**config.mk**
```make
export PLATFORM = sky130hd
export DESIGN_NAME = vga_timing_gen
export DESIGN_NICKNAME = d
export VERILOG_FILES = /design/src/rtl/vga_timing_gen.sv
export SDC_FILE = /design/constraint.sdc
export NUM_CORES = 1
export LEC_CHECK = 0
export BUFFER_PORTS_ARGS = -buffer_cell sky130_fd_sc_hd__buf_2
export CAP_MARGIN = 15
export CORE_MARGIN = 2
export CORE_UTILIZATION = 50
export DETAILED_ROUTE_END_ITERATION = 10
export PLACE_DENSITY = 0.7
export SYNTH_ARGS = -nofsm -noshare
export SYNTH_HDL_FRONTEND = slang
export SYNTH_SLANG_ARGS = --single-unit
```
**constraint.sdc**
```tcl
create_clock -name clk -period 2.7 [get_ports clk]
set_input_delay 0.405 -clock clk [delete_from_list [all_inputs] [get_ports clk]]
set_output_delay 0.405 -clock clk [all_outputs]
set_load 0.005 [all_outputs]
```
**src/rtl/vga_timing_gen.sv**
```systemverilog
// VGA raster timing source: position counters, blanking, sync pulses, line/frame
// markers and a 2x-downscaled frame-buffer read address, all registered together.
module vga_timing_gen #(
    parameter int H_VISIBLE       = 640,
    parameter int H_FRONT         = 16,
    parameter int H_SYNC          = 96,
    parameter int H_BACK          = 48,
    parameter int V_VISIBLE       = 480,
    parameter int V_FRONT         = 10,
    parameter int V_SYNC          = 2,
    parameter int V_BACK          = 33,
    parameter bit SYNC_ACTIVE_LOW = 1'b1
) (
    input  logic        clk,
    input  logic        rst,
    input  logic        ce,
    output logic [9:0]  h_cnt,
    output logic [9:0]  v_cnt,
    output logic        visible,
    output logic        hsync,
    output logic        vsync,
    output logic        line_start,
    output logic        frame_start,
    output logic [16:0] fb_addr
);

    localparam int H_TOTAL = H_VISIBLE + H_FRONT + H_SYNC + H_BACK;
    localparam int V_TOTAL = V_VISIBLE + V_FRONT + V_SYNC + V_BACK;

    localparam logic [9:0]  H_LAST    = 10'(H_TOTAL - 1);
    localparam logic [9:0]  V_LAST    = 10'(V_TOTAL - 1);
    localparam logic [9:0]  H_VIS_END = 10'(H_VISIBLE);
    localparam logic [9:0]  V_VIS_END = 10'(V_VISIBLE);
    localparam logic [9:0]  HS_BEG    = 10'(H_VISIBLE + H_FRONT);
    localparam logic [9:0]  HS_END    = 10'(H_VISIBLE + H_FRONT + H_SYNC);
    localparam logic [9:0]  VS_BEG    = 10'(V_VISIBLE + V_FRONT);
    localparam logic [9:0]  VS_END    = 10'(V_VISIBLE + V_FRONT + V_SYNC);
    localparam logic [16:0] LINE_STEP = 17'(H_VISIBLE / 2);
    localparam logic        SYNC_OFF  = SYNC_ACTIVE_LOW;

    // Pin level for a sync pulse given whether it is logically asserted.
    function automatic logic sync_level(input logic active);
        return active ^ SYNC_OFF;
    endfunction

    logic [9:0]  hp;
    logic [9:0]  vp;
    logic [16:0] line_base;
    logic [8:0]  col;

    logic        h_vis;
    logic        v_vis;
    logic        vis_d;
    logic        hs_d;
    logic        vs_d;
    logic        h_wrap;
    logic        v_wrap;
    logic [16:0] addr_d;

    // Decode of the current position; registered as a group so nothing is skewed.
    always_comb begin
        h_vis  = (hp < H_VIS_END);
        v_vis  = (vp < V_VIS_END);
        vis_d  = h_vis && v_vis;
        hs_d   = (hp >= HS_BEG) && (hp < HS_END);
        vs_d   = (vp >= VS_BEG) && (vp < VS_END);
        h_wrap = (hp == H_LAST);
        v_wrap = (vp == V_LAST);
        addr_d = vis_d ? (line_base + {8'd0, col}) : 17'd0;
    end

    always_ff @(posedge clk) begin
        if (rst) begin
            hp          <= 10'd0;
            vp          <= 10'd0;
            line_base   <= 17'd0;
            col         <= 9'd0;
            h_cnt       <= 10'd0;
            v_cnt       <= 10'd0;
            visible     <= 1'b0;
            hsync       <= SYNC_OFF;
            vsync       <= SYNC_OFF;
            line_start  <= 1'b0;
            frame_start <= 1'b0;
            fb_addr     <= 17'd0;
        end else if (ce) begin
            h_cnt       <= hp;
            v_cnt       <= vp;
            visible     <= vis_d;
            hsync       <= sync_level(hs_d);
            vsync       <= sync_level(vs_d);
            line_start  <= (hp == 10'd0);
            frame_start <= (hp == 10'd0) && (vp == 10'd0);
            fb_addr     <= addr_d;

            // col tracks hp>>1 and line_base tracks (vp>>1)*(H_VISIBLE/2).
            if (h_wrap) begin
                hp  <= 10'd0;
                col <= 9'd0;
                if (v_wrap) begin
                    vp        <= 10'd0;
                    line_base <= 17'd0;
                end else begin
                    vp <= vp + 10'd1;
                    if (vp[0]) begin
                        line_base <= line_base + LINE_STEP;
                    end
                end
            end else begin
                hp <= hp + 10'd1;
                if (hp[0]) begin
                    col <= col + 9'd1;
                end
            end
        end
    end

endmodule

```
After elaboration in Yosys (flattened, before gate mapping)
Cells that the tools add are included.
- bits in registers: 88
- output and inout port bits: 42
- word-level logic and storage cells: 45
- add/sub/neg operators: 5
- $lt $le $gt $ge: 6
- eq/ne operators: 2
- multiplexer cells: 7
- bitwise logic cells: 2
- reduce and logical (&&, ||, !) cells: 11
- operators by type and width (operator ; number):
    17-bit 2-to-1 mux ; 3
    10-bit by 1-bit adder with 10-bit output (second input constant) ; 2
    10-bit == test (second input constant) ; 2
    10-bit logical NOT ; 2
    10-bit less-than comparator (second input constant) ; 2
    10-bit by 9-bit less-than comparator with 1-bit output (second input constant) ; 2
    10-bit 2-to-1 mux ; 2
    9-bit 2-to-1 mux ; 2
    17-bit by 9-bit adder with 17-bit output ; 1
    17-bit by 9-bit adder with 17-bit output (second input constant) ; 1
    10-bit greater-or-equal comparator (second input constant) ; 1
    10-bit by 9-bit greater-or-equal comparator with 1-bit output (second input constant) ; 1
    9-bit by 1-bit adder with 9-bit output (second input constant) ; 1
    1-bit logical AND ; 4
    2-bit AND reduction ; 2
    2-bit nonzero test ; 2
    3-bit AND reduction ; 1
    1-bit NOT ; 2

Logic depth before layout (Yosys ltp)
Gate-level depths: netlist of run 1.
- depth after elaboration: 3
- gate-level depth with buffers: 8
- mapped depth without buffers: 6

Worst setup path before layout of run 1
No wires, ideal clock.
- path type: reg-to-reg
- start: register vp[0]
- end: register line_base[9]
- arrival: 1.867 ns
- data required time: 2.634 ns
- path slack: 0.767 ns
- stages on the path, launching flop included: 9
- buffers on the path: 2
- clock period less this slack: 1.933 ns
- cell sequence: dfxtp_1 bufbuf_16 inv_1 ha_1 nor4b_4 a31oi_2 buf_6 or4_4 a21oi_2
- cells in the longest elaborated chain, start to end: 3
- elaborated cells between the ends (all ways): 4
- RTL lines (what ; line ; text):
    start: declaration ; 47 ; logic [9:0] vp;
    start signal: assignment ; 104 ; vp <= vp + 10'd1;
    10-bit == test ; 68 ; v_wrap = (vp == V_LAST);
    2-bit nonzero test (no source line) ; n/a ;
    3-bit AND reduction (no source line) ; n/a ;
    end signal: assignment ; 106 ; line_base <= line_base + LINE_STEP;
    end: declaration ; 48 ; logic [16:0] line_base;
Parallel ways exist; a longest one is shown, timed or not.
A chain may end at the register's enable or synchronous reset.

Final worst setup path of run 1
- start: register hp[0]
- end: register col[7]
- cells in the longest elaborated chain, start to end: 3
- elaborated cells between the ends (all ways): 4
- RTL lines (what ; line ; text):
    start: declaration ; 46 ; logic [9:0] hp;
    start signal: assignment ; 110 ; hp <= hp + 10'd1;
    10-bit == test ; 67 ; h_wrap = (hp == H_LAST);
    2-bit nonzero test (no source line) ; n/a ;
    2-bit AND reduction (no source line) ; n/a ;
    end signal: assignment ; 112 ; col <= col + 9'd1;
    end: declaration ; 49 ; logic [8:0] col;
Parallel ways exist; a longest one is shown, timed or not.

==> results of run 1 <==
-- synthesized netlist by cell type, types with 9 or more instances --
cell                       count
sky130_fd_sc_hd__or3_1         9
sky130_fd_sc_hd__nor2_1       55
sky130_fd_sc_hd__ha_1          9
sky130_fd_sc_hd__a22oi_1      10
sky130_fd_sc_hd__clkbuf_1     10
sky130_fd_sc_hd__o21ai_0      19
sky130_fd_sc_hd__mux2i_1      21
sky130_fd_sc_hd__a21oi_1      30
sky130_fd_sc_hd__xor2_1       12
sky130_fd_sc_hd__dfxtp_1      82
sky130_fd_sc_hd__nand2_1      26
sky130_fd_sc_hd__nand3_1      20
sky130_fd_sc_hd__nand4_1      13
sky130_fd_sc_hd__buf_2        11
-- worst max-delay path, cell delays in order, from the launching register on --
cell	delay, ns
sky130_fd_sc_hd__dfxtp_1	0.44
sky130_fd_sc_hd__ha_1	0.26
sky130_fd_sc_hd__and4_1	0.38
sky130_fd_sc_hd__a31oi_1	0.36
sky130_fd_sc_hd__or4_1	0.57
sky130_fd_sc_hd__a21oi_1	0.15
-- sequential cells by signal (all words and copies together), names as in the netlist --
| name | count |
|---|---|
| frame_start | 1 |
| line_base | 11 |
| h_cnt | 10 |
| col | 9 |
| line_start | 1 |
| vp | 10 |
| v_cnt | 10 |
| vsync | 1 |
| visible | 1 |
| hp | 10 |
| fb_addr | 17 |
| hsync | 1 |
-- worst paths after layout --
| kind | startpoint | end | slack, ns | depth (start not counted) |
|---|---|---|---|---|
| worst max-delay path | hp[0]$_SDFFE_PP0P_ | col[7]$_SDFFE_PP0P_ | 0.47 | 5 |
| worst min-delay path | fb_addr[10]$_SDFFE_PP0P_ | fb_addr[10]$_SDFFE_PP0P_ | 0.46 | 2 |
| worst max register to register | hp[0]$_SDFFE_PP0P_ | col[7]$_SDFFE_PP0P_ | 0.47 | 5 |
| worst min register to register | fb_addr[10]$_SDFFE_PP0P_ | fb_addr[10]$_SDFFE_PP0P_ | 0.46 | 2 |
-- logic make-up (layout without fill, tap and decap cells) --
logic type,after synthesis,after routing,synth area share (%)
flops,82,82,41.7
xor+xnor,16,16,3.56
fa+ha+maj,9,9,2.86
simple gates,172,172,24.1
mux,21,21,5.33
buf+inv,41,74,6.86
compound gates,96,96,15.7
-- cell type report --
| type | count | area, µm² | area share (%) |
|---|---|---|---|
| clock buffer | 10 | 128 | 2.96 |
| clock inverter | 6 | 90.1 | 2.09 |
| inverter | 9 | 33.8 | 0.784 |
| multi-input combinational | 314 | 2030 | 47.1 |
| sequential | 82 | 1640 | 38.1 |
| tap | 102 | 128 | 2.96 |
| timing repair buffer | 49 | 258 | 5.98 |
-- metrics by stage --
step	utilization, %	setup WS, ns	instances	power [mW]
finish	56.0	0.469	572	2.31
global route	56.0	0.304	572	2.38
CTS	56.0	0.492	572	2.32
detailed placement	53.2	0.510	556	1.36
global placement	53.2	0.589	556	1.36
floorplan	-	0.767	437	1.33
-- per-layer routing --
layer  wire length (µm)  GRT usage, %  share of wire (%)  vias up
li1                   -             -                  -     1649
met2               4200          35.8                 49      102
met5                  0             0                  0        -
met1               3930          26.8                 45     1580
met4                 46          5.51               0.53        0
met3                468          4.23                5.4        5
-- report_power, final --
part           switching (mW)  internal [mW]  total, mW
sequential             0.0109           1.22       1.23
clock                   0.452          0.525      0.977
combinational          0.0676         0.0326      0.100
==> results.ini, run 1 <==
[global_route]
first_global_vias = 3172
antenna_violations_before_repair = 0
pin_count_of_the_biggest_net_entering_global_routing = 36
grt_util_all_layers_pct = 20.9
globalRouteOverflowTotal = 0
global_route_wire_length_before_repair_um = 14700

[sta]
final.setup_skew_ns = 0.00952
setup_viol = 0
final_period_minus_worst_setup_slack_ns = 2.23
hold_ws_ns = 0.463
rsz0062_at_grt = false
final-hold-violation-count = 0
fmaxAchievable_mhz = 448
final_min_period_over_clock_period_pct = 82.6
slew_viol_final = 0
slew-limit-headroom_pct = 40.9
timing.setup.tns_ns = 0
max_slew.worst_pin.slew_ns = 0.883

[final_layout]
final.fill_count = 748
final_common_cell = sky130_fd_sc_hd__dfxtp_1
nets = 477
area_delta_synth_final_pct = 9.30
n_antenna_cell = 0
final_cell_mix = sky130_fd_sc_hd__dfxtp_1, sky130_fd_sc_hd__nor2_1, sky130_fd_sc_hd__buf_2
final_area_mm2 = 0.00431
post_route_cells_drive_above_1_share_pct = 16.4

[floorplan]
starting_utilization_of_the_core_area_pct = 51.3
die_x_um = 92.8
design.portCount = 45
floorplan.die_area_mm2 = 0.00861
dieHeight_um = 92.8
fp-row-count = 32
coreArea_mm2 = 0.00769

[placement]
placed_cell_area_mm2 = 0.00409
io_buffers = 44
dp.final_hpwl_um = 5890
place_congestion = 0.865

[drt]
routed_wire_length_per_instance_um = 15.1
dr_total_vias = 3336
wirelength_um = 8650
drc = 0
drt_first_pass_iters = 5
route.antenna.remaining_nets = 0
route.detailed.vias_per_inst = 5.83
dr.first_iter.drc_count = 216

[critical_path]
largest_driver_fanout_on_the_critical_path = 12
cp.required_ns = 2.98
nature_of_the_critical_path_endpoint = register
crit_path_start_kind = register
criticalPathCategory = register to register
worst-endpoint-arrival_ns = 2.51

[logic_synthesis]
synthesis.area_mm2 = 0.00394
syn_nets = 449
synth_top_area_share_pct = 41.7
synth.avg_cell_area_um2 = 9.02
synth_seq_area_share_pct = 41.7
synth.area.top_cells = sky130_fd_sc_hd__dfxtp_1, sky130_fd_sc_hd__mux2i_1, sky130_fd_sc_hd__nor2_1
yosysWarnings = 0
synth_enable_flop_cells = 0
post_synthesis_register_bit_count = 82
synth_cells = 437
yosysTopAreaCell = sky130_fd_sc_hd__dfxtp_1
synthArstFlopShare_pct = 0
yosysUniqueCellTypes = 58
dominantRegCellSynth = sky130_fd_sc_hd__dfxtp_1

[cts]
worstSkewPairLatency_ns = 0.35
cts_setup_buffers = 0
number_of_buffers_between_clock_root_and_the_deepest_sink = 2
holdBufCountCts = 0
cts_num_sinks = 82
clkTransAtPathRegs_ns = 0.08
post_cts_resize_count = 0
number_of_h_tree_levels = 3
cts_root_buffer = sky130_fd_sc_hd__clkbuf_8
tritoncts.num_buffers = 9
tritoncts = yes

[run_status]
outcome = complete, no violations

[power]
power.density_mw_per_mm2 = 536
ir_drop_v = 0.000371
cellLeakagePower_nw = 1.72

[run]
max-cap-violations = 0

[min_path]
min-delay-path-class = register to register

Power figures use the tool's default switching activity.
==> inputs of run 2 (changes only) <==
Settings changed: ABC_AREA from default to 1, PLACE_DENSITY 0.7 to 0.73.
Clock period 2.7 ns to 2 ns, I/O delays scaled along.
==> run 2 against run 1 <==
Synthesized cell count up 27%. Sequential cell count unchanged. Sequential power increased by 37%. First-iteration DRC count decreased by 31%. Largest power group unchanged. Highest routed layer unchanged.
==> results.ini, run 2 <==
[logic_synthesis]
synth_enable_flop_cells = 0  ; unchanged
leading_post_synthesis_cells_by_instance_count = sky130_fd_sc_hd__nand2_1, sky130_fd_sc_hd__dfxtp_1, sky130_fd_sc_hd__nor2_1, sky130_fd_sc_hd__a21oi_1, sky130_fd_sc_hd__inv_1
dominantRegCellSynth = sky130_fd_sc_hd__dfxtp_1
syn_nets = 566  ; +26%
synth_seq_area_share_pct = 41.7  ; +0.053 points
synthesis.area_mm2 = 0.00394  ; -0.13%
yosysUniqueCellTypes = 37  ; -36%
yosysTopAreaCell = sky130_fd_sc_hd__dfxtp_1
synthArstFlopShare_pct = 0  ; unchanged
post_synthesis_register_bit_count = 82  ; unchanged
synth_top_area_share_pct = 41.7  ; +0.053 points
post-synth-top-count-cell = sky130_fd_sc_hd__nand2_1
synth_cells = 554  ; +27%
synth.area.top_cells = sky130_fd_sc_hd__dfxtp_1, sky130_fd_sc_hd__nand2_1, sky130_fd_sc_hd__a21oi_1
yosysWarnings = 0  ; unchanged
synth.avg_cell_area_um2 = 7.11  ; -21%

[sta]
slew-limit-headroom_pct = 64.1  ; +23 points
timing.setup.tns_ns = 0  ; unchanged
max_slew.worst_pin.slew_ns = 0.538  ; -0.345 ns
final-hold-violation-count = 0  ; unchanged
setup_viol = 0  ; unchanged
finalWorstSetupSlack_ns = 0.263  ; -0.206 ns
fmaxAchievable_mhz = 576  ; +28%
hold_ws_ns = 0.317  ; -0.146 ns
final.setup_skew_ns = 0.0129  ; +0.00340 ns
final_period_minus_worst_setup_slack_ns = 1.74  ; -0.494 ns
slew_viol_final = 0  ; unchanged
rsz0062_at_grt = false
final_min_period_over_clock_period_pct = 86.9  ; +4.2 points

[drt]
dr.first_iter.drc_count = 150  ; -31%
wirelength_um = 9300  ; +7.6%
drt_first_pass_iters = 4  ; -1
drc = 0  ; unchanged
route.detailed.vias_per_inst = 5.20  ; -11%
route.antenna.remaining_nets = 0  ; unchanged
dr_total_vias = 3682  ; +10%
routed_wire_length_per_instance_um = 13.1  ; -13%

[floorplan]
dieHeight_um = 92.7  ; about the same
coreArea_mm2 = 0.00769  ; unchanged
die_x_um = 92.7  ; about the same
starting_utilization_of_the_core_area_pct = 51.2  ; -0.065 points
floorplan.die_area_mm2 = 0.00860  ; -0.13%
design.portCount = 45  ; unchanged
fp-row-count = 32  ; unchanged

[placement]
place_congestion = 0.948  ; +9.5%
dp.final_hpwl_um = 6840  ; +16%
dp_worst_setup_slack_ns = 0.131  ; -0.379 ns
placed_cell_area_mm2 = 0.00426  ; +4.2%
io_buffers = 44  ; unchanged

[global_route]
pin_count_of_the_biggest_net_entering_global_routing = 48  ; +33%
grtUsageMet1_pct = 28.1  ; +1.3 points
global_route.usage.met2_pct = 38.7  ; +2.9 points
gr-max-usage-layer = met2
global_route_wire_length_before_repair_um = 15800  ; +7.0%
first_global_vias = 3494  ; +10%
globalRouteOverflowTotal = 0  ; unchanged
grt_util_all_layers_pct = 22.6  ; +1.7 points
grt.met3_usage_pct = 5.13  ; +0.90 points
antenna_violations_before_repair = 0  ; unchanged

[critical_path]
nature_of_the_critical_path_endpoint = register
crit_path_start_kind = register
worst-endpoint-arrival_ns = 2.04  ; -0.47 ns
cp.required_ns = 2.30  ; -0.68 ns
largest_driver_fanout_on_the_critical_path = 8  ; -4
r2r-end = line_base[10]$_SDFFE_PP0P_
worstReg2RegStart = hp[0]$_SDFFE_PP0P_
worst_r2r_path_depth = 9  ; +4
r2r_setup_slack_ns = 0.26  ; -0.21 ns
criticalPathCategory = register to register

[cts]
number_of_h_tree_levels = 3  ; unchanged
cts_root_buffer = sky130_fd_sc_hd__clkbuf_8
number_of_buffers_between_clock_root_and_the_deepest_sink = 2  ; unchanged
clkTransAtPathRegs_ns = 0.09  ; about the same
tritoncts = yes
tritoncts.num_buffers = 9  ; unchanged
worstSkewPairLatency_ns = 0.36  ; about the same
post_cts_resize_count = 0  ; unchanged
cts_setup_buffers = 0  ; unchanged
cts_num_sinks = 82  ; unchanged
holdBufCountCts = 0  ; unchanged

[min_path]
holdCritStartpoint = ce
timing.hold.worst_endpoint = h_cnt[2]$_SDFFE_PP0P_
holdPathStages = 2  ; unchanged
min-delay-path-class = primary input to register

[final_layout]
n_antenna_cell = 0  ; unchanged
area_delta_synth_final_pct = 13.6
final_cell_mix = sky130_fd_sc_hd__nand2_1, sky130_fd_sc_hd__dfxtp_1, sky130_fd_sc_hd__nor2_1
nets = 613  ; +29%
largest_register_ffs = 17  ; unchanged
postLayoutCoreUtil_pct = 58.2  ; +2.1 points
reg_top3 = fb_addr x17, line_base x11
final_common_cell = sky130_fd_sc_hd__nand2_1
post_route_cells_drive_above_1_share_pct = 15.8  ; -0.54 points
final_area_mm2 = 0.00447  ; +3.8%
largest_register = fb_addr

[run_status]
outcome = complete, no violations

[run]
max-cap-violations = 0  ; unchanged

[power]
cellLeakagePower_nw = 1.93  ; +13%
ir_drop_v = 0.000508  ; +37%
power.density_mw_per_mm2 = 693  ; +29%

## run 2: metal layers
metal	up-vias	routed length [µm]
met2	102	4420
met5	-	0
met4	0	161
met3	15	440
li1	1903	-
met1	1662	4280
## run 2: where the power goes
| group | switching (mW) | internal (mW) |
|---|---|---|
| Combinational | 0.110 | 0.0564 |
| Clock | 0.634 | 0.618 |
| Sequential | 0.0185 | 1.66 |
## run 2: final cells by class
| cell class | instances | area (µm²) |
|---|---|---|
| clock inverters | 5 | 62.6 |
| well taps | 102 | 128 |
| repair buffers | 52 | 280 |
| fillers | 755 | 3210 |
| inverters | 63 | 236 |
| multi-input cells | 393 | 1980 |
| clock buffers | 11 | 141 |
| flip-flops and latches | 82 | 1640 |
## run 2: cells by family (layout without fill, tap and decap cells)
logic type	Yosys count	after routing	share of synthesized area, %
adder cells (fa/ha/maj)	9	9	2.86
AO/OA/AOI/OAI	93	93	13.1
XOR/XNOR	6	6	1.34
buffers and inverters	79	131	8.11
flip-flops	82	82	41.7
AND/OR/NAND/NOR	285	285	32.9
## run 2: how the worst max path moves through the flow
stage | slack (ns) | from | end | depth (start not counted)
after detailed placement | 0.13 | hp[0]$_SDFFE_PP0P_ | line_base[9]$_SDFFE_PP0P_ | 9
after floorplan | 0.45 | vp[0]$_SDFFE_PP0P_ | line_base[10]$_SDFFE_PP0P_ | 9
final | 0.26 | hp[0]$_SDFFE_PP0P_ | line_base[10]$_SDFFE_PP0P_ | 9
after CTS | 0.13 | hp[0]$_SDFFE_PP0P_ | line_base[9]$_SDFFE_PP0P_ | 9
after global placement | 0.21 | hp[0]$_SDFFE_PP0P_ | line_base[16]$_SDFFE_PP0P_ | 9
after global routing | 0.05 | hp[0]$_SDFFE_PP0P_ | line_base[11]$_SDFFE_PP0P_ | 9
## run 2: worst max-delay path, stage by stage, from the launching register on
cell and delay, ns:
sky130_fd_sc_hd__dfxtp_1 0.39, sky130_fd_sc_hd__ha_1 0.21, sky130_fd_sc_hd__nand3_1 0.12, sky130_fd_sc_hd__nor2_2 0.16
sky130_fd_sc_hd__nand3_4 0.22, sky130_fd_sc_hd__a21oi_4 0.28, sky130_fd_sc_hd__nand2_1 0.10, sky130_fd_sc_hd__nand2_1 0.07
sky130_fd_sc_hd__nand2_1 0.05, sky130_fd_sc_hd__nor2_1 0.08
## run 2: per-stage QoR
stage          instances  power [mW]
2_1_floorplan        554        1.82
3_3_place_gp         692        1.88
3_5_place_dp         692        1.89
4_1_cts              708        3.13
5_1_grt              708        3.21
6_report             708        3.10
